File: config.mk
export PLATFORM = sky130hd
export DESIGN_NAME = vector_writeback_scheduler_flat
export DESIGN_NICKNAME = d
export VERILOG_FILES = /design/src/rtl/vector_writeback_scheduler_pkg.sv /design/src/rtl/vector_writeback_scheduler_if.sv /design/src/rtl/vector_writeback_fifo.sv /design/src/rtl/vector_writeback_scheduler.sv /design/src/flat_wrapper.sv
export SDC_FILE = /design/constraint.sdc
export NUM_CORES = 2
export LEC_CHECK = 0
export ABC_AREA = 1
export CORE_AREA = 2 2 625 627
export CTS_CLUSTER_SIZE = 16
export DETAILED_ROUTE_END_ITERATION = 16
export DIE_AREA = 0 0 627 629
export GPL_ROUTABILITY_DRIVEN = 0
export RECOVER_POWER = 50
export SLEW_MARGIN = 20
export SYNTH_ARGS = -nofsm -noshare
export SYNTH_HDL_FRONTEND = slang
export SYNTH_SLANG_ARGS = --single-unit
File: constraint.sdc
create_clock -name clk -period 29.1 [get_ports clk]
set_clock_uncertainty 0.15 [all_clocks]
set_input_delay 5.82 -clock clk [delete_from_list [all_inputs] [get_ports clk]]
set_output_delay 5.82 -clock clk [all_outputs]
set_load 0.02 [all_outputs]
File: src/rtl/vector_writeback_scheduler_pkg.sv
// Shared types and widths for the vector writeback scheduler.
// Optional feature macro: VECTOR_CLEAR_ON_RESET_EN (post-reset register sweep).
// The width macros mirror the shared defines header; they are only defined
// here when the including build has not already provided them.

`ifndef REG_IDX_WIDTH
`define REG_IDX_WIDTH 5
`endif
`ifndef VECTOR_BITS
`define VECTOR_BITS 512
`endif
`ifndef VECTOR_LANES
`define VECTOR_LANES 16
`endif
`ifndef NUM_REGISTERS
`define NUM_REGISTERS 32
`endif

package vector_writeback_scheduler_pkg;

    localparam int unsigned RegIdxWidth  = `REG_IDX_WIDTH;
    localparam int unsigned VectorBits   = `VECTOR_BITS;
    localparam int unsigned VectorLanes  = `VECTOR_LANES;
    localparam int unsigned NumRegisters = `NUM_REGISTERS;
    localparam int unsigned SweepCntW    = $clog2(NumRegisters);
    localparam int unsigned StarveCntW   = 8;

    typedef logic [RegIdxWidth-1:0] reg_idx_t;
    typedef logic [VectorBits-1:0]  vec_t;
    typedef logic [VectorLanes-1:0] mask_t;

    // One register-file write: destination, lane mask and data.
    typedef struct packed {
        reg_idx_t idx;
        mask_t    mask;
        vec_t     value;
    } vwb_req_t;

    // Zero write to every lane, used by the post-reset sweep.
    function automatic vwb_req_t sweep_req(input reg_idx_t idx);
        vwb_req_t r;
        r.idx   = idx;
        r.mask  = '1;
        r.value = '0;
        return r;
    endfunction

endpackage

File: src/rtl/vector_writeback_scheduler_if.sv
// Bundle of the pipeline, load-return and register-file port signals.
// master: the upstream/register-file side; slave: the scheduler itself.

interface vector_writeback_scheduler_if;
    import vector_writeback_scheduler_pkg::*;

    logic     wb_enable;
    reg_idx_t wb_reg;
    vec_t     wb_value;
    mask_t    wb_mask;

    logic     ld_valid;
    logic     ld_ready;
    reg_idx_t ld_reg;
    vec_t     ld_value;
    mask_t    ld_mask;
    logic     ld_starved;

    logic     init_done;

    logic     rf_enable;
    reg_idx_t rf_reg;
    vec_t     rf_value;
    mask_t    rf_mask;

    modport master (
        output wb_enable, wb_reg, wb_value, wb_mask,
        output ld_valid, ld_reg, ld_value, ld_mask,
        input  ld_ready, ld_starved, init_done,
        input  rf_enable, rf_reg, rf_value, rf_mask
    );

    modport slave (
        input  wb_enable, wb_reg, wb_value, wb_mask,
        input  ld_valid, ld_reg, ld_value, ld_mask,
        output ld_ready, ld_starved, init_done,
        output rf_enable, rf_reg, rf_value, rf_mask
    );

endinterface

File: src/rtl/vector_writeback_fifo.sv
// Two-entry FIFO buffering load returns until the register-file port is free.
// Push into a full FIFO or pop from an empty one is ignored.

module vector_writeback_fifo
    import vector_writeback_scheduler_pkg::*;
(
    input  logic     clk,
    input  logic     reset,
    input  logic     push_i,
    input  vwb_req_t push_data_i,
    input  logic     pop_i,
    output vwb_req_t head_o,
    output logic     full_o,
    output logic     empty_o
);

    vwb_req_t   slot_q [2];
    logic       wr_ptr_q;
    logic       rd_ptr_q;
    logic [1:0] count_q;
    logic [1:0] count_d;
    logic       push_ok;
    logic       pop_ok;

    assign full_o  = (count_q == 2'd2);
    assign empty_o = (count_q == 2'd0);
    assign head_o  = slot_q[rd_ptr_q];
    assign push_ok = push_i && !full_o;
    assign pop_ok  = pop_i && !empty_o;

    // Occupancy follows the push/pop pair; simultaneous push and pop keeps it.
    always_comb begin
        count_d = count_q;
        unique case ({push_ok, pop_ok})
            2'b10:   count_d = count_q + 2'd1;
            2'b01:   count_d = count_q - 2'd1;
            default: count_d = count_q;
        endcase
    end

    // Pointers and occupancy; reset empties the FIFO.
    always_ff @(posedge clk) begin
        if (reset) begin
            wr_ptr_q <= 1'b0;
            rd_ptr_q <= 1'b0;
            count_q  <= 2'd0;
        end else begin
            count_q <= count_d;
            if (push_ok) wr_ptr_q <= !wr_ptr_q;
            if (pop_ok)  rd_ptr_q <= !rd_ptr_q;
        end
    end

    // Payload storage needs no reset; occupancy guards its validity.
    always_ff @(posedge clk) begin
        if (push_ok) slot_q[wr_ptr_q] <= push_data_i;
    end

endmodule

File: src/rtl/vector_writeback_scheduler.sv
// Arbitrates the single vector register-file write port between the
// post-reset clear sweep, pipeline writebacks and buffered load returns.
// Optional feature macro: VECTOR_CLEAR_ON_RESET_EN (zero all registers after reset).

module vector_writeback_scheduler
    import vector_writeback_scheduler_pkg::*;
#(
    parameter int unsigned STARVE_LIMIT = 8
) (
    input logic                         clk,
    input logic                         reset,
    vector_writeback_scheduler_if.slave bus
);

    localparam logic [StarveCntW-1:0] StarveLimit = StarveCntW'(STARVE_LIMIT);

    vwb_req_t fifo_head;
    vwb_req_t ld_req;
    vwb_req_t wb_req;
    logic     fifo_full;
    logic     fifo_empty;
    logic     fifo_push;
    logic     fifo_pop;
    logic     ld_ready;

    logic     sweep_active;
    reg_idx_t sweep_idx;
    logic     init_done;

    vwb_req_t              rf_q;
    vwb_req_t              rf_d;
    logic                  rf_enable_q;
    logic                  rf_enable_d;
    logic [StarveCntW-1:0] starve_q;
    logic [StarveCntW-1:0] starve_d;

`ifdef VECTOR_CLEAR_ON_RESET_EN
    logic                 sweep_active_q;
    logic [SweepCntW-1:0] sweep_idx_q;
    logic                 init_done_q;

    // Sweep counter walks 0..NumRegisters-1; init_done follows one cycle after
    // the last sweep write is driven on the port.
    always_ff @(posedge clk) begin
        if (reset) begin
            sweep_active_q <= 1'b1;
            sweep_idx_q    <= '0;
            init_done_q    <= 1'b0;
        end else if (sweep_active_q) begin
            sweep_idx_q <= sweep_idx_q + 1'b1;
            if (sweep_idx_q == SweepCntW'(NumRegisters - 1)) sweep_active_q <= 1'b0;
        end else begin
            init_done_q <= 1'b1;
        end
    end

    assign sweep_active = sweep_active_q;
    assign sweep_idx    = RegIdxWidth'(sweep_idx_q);
    assign init_done    = init_done_q;

    // Upstream must hold off writebacks until init_done; such writes are dropped.
    wb_during_sweep_a : assert property (
        @(posedge clk) disable iff (reset) !(sweep_active_q && bus.wb_enable)
    );
`else
    assign sweep_active = 1'b0;
    assign sweep_idx    = '0;
    assign init_done    = 1'b1;
`endif

    // Depends only on registered state so upstream can use it without a loop.
    assign ld_ready  = !fifo_full && init_done;
    assign fifo_push = bus.ld_valid && ld_ready;

    assign ld_req.idx   = bus.ld_reg;
    assign ld_req.mask  = bus.ld_mask;
    assign ld_req.value = bus.ld_value;
    assign wb_req.idx   = bus.wb_reg;
    assign wb_req.mask  = bus.wb_mask;
    assign wb_req.value = bus.wb_value;

    vector_writeback_fifo u_fifo (
        .clk         (clk),
        .reset       (reset),
        .push_i      (fifo_push),
        .push_data_i (ld_req),
        .pop_i       (fifo_pop),
        .head_o      (fifo_head),
        .full_o      (fifo_full),
        .empty_o     (fifo_empty)
    );

    // Port grant: sweep > pipeline > FIFO head. Idle cycles hold the last data.
    always_comb begin
        rf_d        = rf_q;
        rf_enable_d = 1'b0;
        fifo_pop    = 1'b0;
        if (sweep_active) begin
            rf_enable_d = 1'b1;
            rf_d        = sweep_req(sweep_idx);
        end else if (bus.wb_enable) begin
            rf_enable_d = 1'b1;
            rf_d        = wb_req;
        end else if (!fifo_empty) begin
            rf_enable_d = 1'b1;
            rf_d        = fifo_head;
            fifo_pop    = 1'b1;
        end
    end

    // Head wait time; saturates so ld_starved stays up until the head issues.
    always_comb begin
        starve_d = starve_q;
        if (fifo_empty || fifo_pop) begin
            starve_d = '0;
        end else if (starve_q != StarveLimit) begin
            starve_d = starve_q + 1'b1;
        end
    end

    // Registered register-file port and starvation count.
    always_ff @(posedge clk) begin
        if (reset) begin
            rf_enable_q <= 1'b0;
            rf_q        <= '0;
            starve_q    <= '0;
        end else begin
            rf_enable_q <= rf_enable_d;
            rf_q        <= rf_d;
            starve_q    <= starve_d;
        end
    end

    assign bus.ld_ready   = ld_ready;
    assign bus.ld_starved = (starve_q == StarveLimit);
    assign bus.init_done  = init_done;
    assign bus.rf_enable  = rf_enable_q;
    assign bus.rf_reg     = rf_q.idx;
    assign bus.rf_value   = rf_q.value;
    assign bus.rf_mask    = rf_q.mask;

endmodule
File: src/flat_wrapper.sv
// flat-port wrapper written by rule: the top's interface ports become plain ports
module vector_writeback_scheduler_flat import vector_writeback_scheduler_pkg::*;
#(
    parameter int unsigned STARVE_LIMIT = 8
)
  (clk, reset, bus_wb_enable, bus_wb_reg, bus_wb_value, bus_wb_mask, bus_ld_valid, bus_ld_reg, bus_ld_value, bus_ld_mask, bus_ld_ready, bus_ld_starved, bus_init_done, bus_rf_enable, bus_rf_reg, bus_rf_value, bus_rf_mask);
  vector_writeback_scheduler_if bus_i ();
  input logic clk;
  input logic reset;
  input wire logic [$bits(bus_i.wb_enable)-1:0] bus_wb_enable;
  input wire logic [$bits(bus_i.wb_reg)-1:0] bus_wb_reg;
  input wire logic [$bits(bus_i.wb_value)-1:0] bus_wb_value;
  input wire logic [$bits(bus_i.wb_mask)-1:0] bus_wb_mask;
  input wire logic [$bits(bus_i.ld_valid)-1:0] bus_ld_valid;
  input wire logic [$bits(bus_i.ld_reg)-1:0] bus_ld_reg;
  input wire logic [$bits(bus_i.ld_value)-1:0] bus_ld_value;
  input wire logic [$bits(bus_i.ld_mask)-1:0] bus_ld_mask;
  output wire logic [$bits(bus_i.ld_ready)-1:0] bus_ld_ready;
  output wire logic [$bits(bus_i.ld_starved)-1:0] bus_ld_starved;
  output wire logic [$bits(bus_i.init_done)-1:0] bus_init_done;
  output wire logic [$bits(bus_i.rf_enable)-1:0] bus_rf_enable;
  output wire logic [$bits(bus_i.rf_reg)-1:0] bus_rf_reg;
  output wire logic [$bits(bus_i.rf_value)-1:0] bus_rf_value;
  output wire logic [$bits(bus_i.rf_mask)-1:0] bus_rf_mask;
  assign bus_i.wb_enable = bus_wb_enable;
  assign bus_i.wb_reg = bus_wb_reg;
  assign bus_i.wb_value = bus_wb_value;
  assign bus_i.wb_mask = bus_wb_mask;
  assign bus_i.ld_valid = bus_ld_valid;
  assign bus_i.ld_reg = bus_ld_reg;
  assign bus_i.ld_value = bus_ld_value;
  assign bus_i.ld_mask = bus_ld_mask;
  assign bus_ld_ready = bus_i.ld_ready;
  assign bus_ld_starved = bus_i.ld_starved;
  assign bus_init_done = bus_i.init_done;
  assign bus_rf_enable = bus_i.rf_enable;
  assign bus_rf_reg = bus_i.rf_reg;
  assign bus_rf_value = bus_i.rf_value;
  assign bus_rf_mask = bus_i.rf_mask;
  vector_writeback_scheduler #(.STARVE_LIMIT(STARVE_LIMIT)) u_core (.clk(clk), .reset(reset), .bus(bus_i));
endmodule
==> impl_metrics.yaml <==
outcome:
  status: "finished, violations left"
  violations: "max-capacitance violations, max-slew violations"
place:
  post-dp-hpwl_um: 263000
  dp_cells: 13100
  portBuffers: 1605
  pre_cts_ws_ns: 18.66
finish:
  fillCellCount: 41600
  instances_no_fill: 13600
  area_growth_pct: 43.9
  largest_reg_flops: 1066
  final_util: 0.237
  layout.nets: 9126
  largest_register: "u_core.u_fifo.slot_q"
  drive_above_1_share: 0.0577
grt:
  grt_util_all_layers: 0.167
  grt_max_degree: 183
  overflow: 0
  grt_pass1_vias: 49300
  antenna_found_initial: 353
  grt_first_pass_wirelength_um: 447000
floorplan:
  die_area_mm2: 0.394
  io_pins: 1607
  start_util: 0.164
  die_w_um: 627
  rows: 229
  dieHeight_um: 629
  coreArea_mm2: 0.388
setup_path:
  cp_max_fo: 134
  criticalPathCategory: "in -> reg"
  required_ns: 29.16
  startpoint_type: "primary input"
  cp-end-kind: "flop"
  critPathArrivalTime_ns: 18.48
min_path:
  hold_class: "reg -> reg"
sta:
  slew_violations: 1010
  hold_violations: 0
  period_minus_slack_ns: 18.42
  setup_viol: 0
  setup_ws_ns: 10.68
  max_slew_margin: -4.61
  worst_slew_pin_slew_ns: 8.41
  rsz0062_at_grt: "false"
  tns_ns: 0
  fmax_mhz: 54.3
  period_share: 0.633
drt:
  num_vias: 53800
  wire_per_inst_um: 25.5
  viasPerCell: 3.97
  drt_wl_total_um: 345000
  first_iter_violations: 4837
  first_pass_iters: 6
  drc_errors: 0
  ant_nets: 0
yosys:
  synth_warnings: 0
  netlist_instances: 6597
  yosys_register_bits: 1613
  synth_edf_count: 1066
  synth-async-reset-ratio: 0
  synth_ff_type: "edfxtp_1"
  synth.avg_cell_area_um2: 9.66
  ys_seq_area_frac: 0.674
  ys_types: 26
  netlist_top_cells_count: "nand2_1, edfxtp_1, dfxtp_1"
  synth_top_cell_area_share: 0.502
  synth_area_mm2: 0.0637
  synth_nets: 7670
  synth_area_leaders: "edfxtp_1, dfxtp_1, nand2_1, nand3_1, o21ai_0"
  yosysMostFrequentCell: "nand2_1"
  yosys.area.top_type: "edfxtp_1"
power:
  worst_ir_drop_vdd_mv: 0.0512
  power.share.clock: 0.345
  p_switching_uw: 2310
  combPwrFrac: 0.241
  powerDensity_mw_per_mm2: 77.1
  p_int_uw: 4770
  power.leakage_uw: 0.0363
  seqPwrFrac: 0.414
  finalPower_uw: 7070
  sw_frac_of_total: 0.326
clock_network:
  cts_tree: "built"
  clkTransAtPathRegs_ns: 0.06
  cts_inserted_buffers: 191
  hold_buffers: 0
  htree_levels: 4
  cts_setup_buffers: 0
  clockBufferDepth: 4
  clkLatencyLatePin_ns: 0.91
  cts.repair.resized: 0
  cts.sinks: 1613
  cts_root_buf: "clkbuf_16"
flow_run:
  drv_cap: 14
==> worst paths after layout <==
kind | startpoint | end | slack (ns) | cells after the start
setup / recovery | bus_ld_valid | u_core.u_fifo.slot_q[1][318]$_DFFE_PP_ | 10.68 | 5
hold / removal | u_core.bus.rf_value[432]$_SDFFE_PP0P_ | u_core.bus.rf_value[432]$_SDFFE_PP0P_ | 0.30 | 2
setup reg to reg | u_core.u_fifo.count_q[0]$_SDFFE_PP0P_ | u_core.u_fifo.slot_q[1][318]$_DFFE_PP_ | 15.56 | 6
hold reg to reg | u_core.bus.rf_value[432]$_SDFFE_PP0P_ | u_core.bus.rf_value[432]$_SDFFE_PP0P_ | 0.30 | 2
==> kinds of logic (layout without fill, tap and decap cells) <==
logic type / count (synthesis) / count (layout) / share of synthesized area
AOI/OAI and AO/OA: 623 / 623 / 0.0490
xor gates and xnor gates: 2 / 2 / 0.000275
adders and majority gates: 3 / 3 / 0.000589
buffers and inverters: 766 / 2385 / 0.0495
DFF: 1613 / 1613 / 0.674
other: 1 / 146 / 0.0000589
and+or+nand+nor: 3589 / 3589 / 0.226
==> critical path: stages <==
cell	delay (ns)
dlygate4sd3_1	0.59
nand2_1	0.14
nor2_4	0.10
clkbuf_1	5.23
clkbuf_1	6.06
==> metrics by stage <==
step | area, µm² | hold WS (ns)
floorplan | 63700 | 0.302
global placement | 85100 | 0.287
detailed placement | 85100 | 0.289
CTS | 91500 | 0.303
global route | 91600 | 0.318
finish | 91700 | 0.300
==> power by group through the flow <==
| stage | combinational (µW) | sequential [µW] | clock [µW] |
|---|---|---|---|
| 2_1_floorplan | 662 | 3190 | 0 |
| 3_3_place_gp | 1720 | 2950 | 0 |
| 3_5_place_dp | 1730 | 2950 | 0 |
| 4_1_cts | 1740 | 2910 | 2500 |
| 5_1_grt | 1840 | 2950 | 2580 |
| 6_report | 1700 | 2920 | 2440 |
==> layer usage <==
layer | GRT usage | vias up | wire, µm
met2 | 0.269 | 2638 | 160000
met3 | 0.0664 | 915 | 37800
li1 | - | 24600 | -
met5 | 0 | - | 1030
met4 | 0.0815 | 162 | 18500
met1 | 0.192 | 25500 | 129000
==> layout make-up <==
class	count	area, µm²	share of cell area
timing repair buffer	1666	16500	0.180
sequential	1613	43000	0.469
antenna	145	363	0.00396
clock buffer	256	5290	0.0577
clock inverter	100	1040	0.0114
tap	5197	6500	0.0709
inverter	363	1400	0.0153
multi-input combinational	4218	17600	0.192
==> layout by cell type, fill, tap and decap left out, drive strengths merged, types with 2 or more instances in the layout <==
master	Yosys	routed
nand2	2549	2549
clkdlybuf4s50	0	1070
edfxtp	1066	1066
dfxtp	547	547
dlygate4sd3	0	534
nand3	508	508
nor2	413	413
inv	361	375
o21ai	349	349
a21oi	273	273
clkbuf	174	268
diode	0	145
or2	117	117
clkinv	2	66
buf	229	50
bufinv	0	11
clkinvlp	0	11
ha	3	3
nor3	2	2
(Power assumes the default switching activity.)
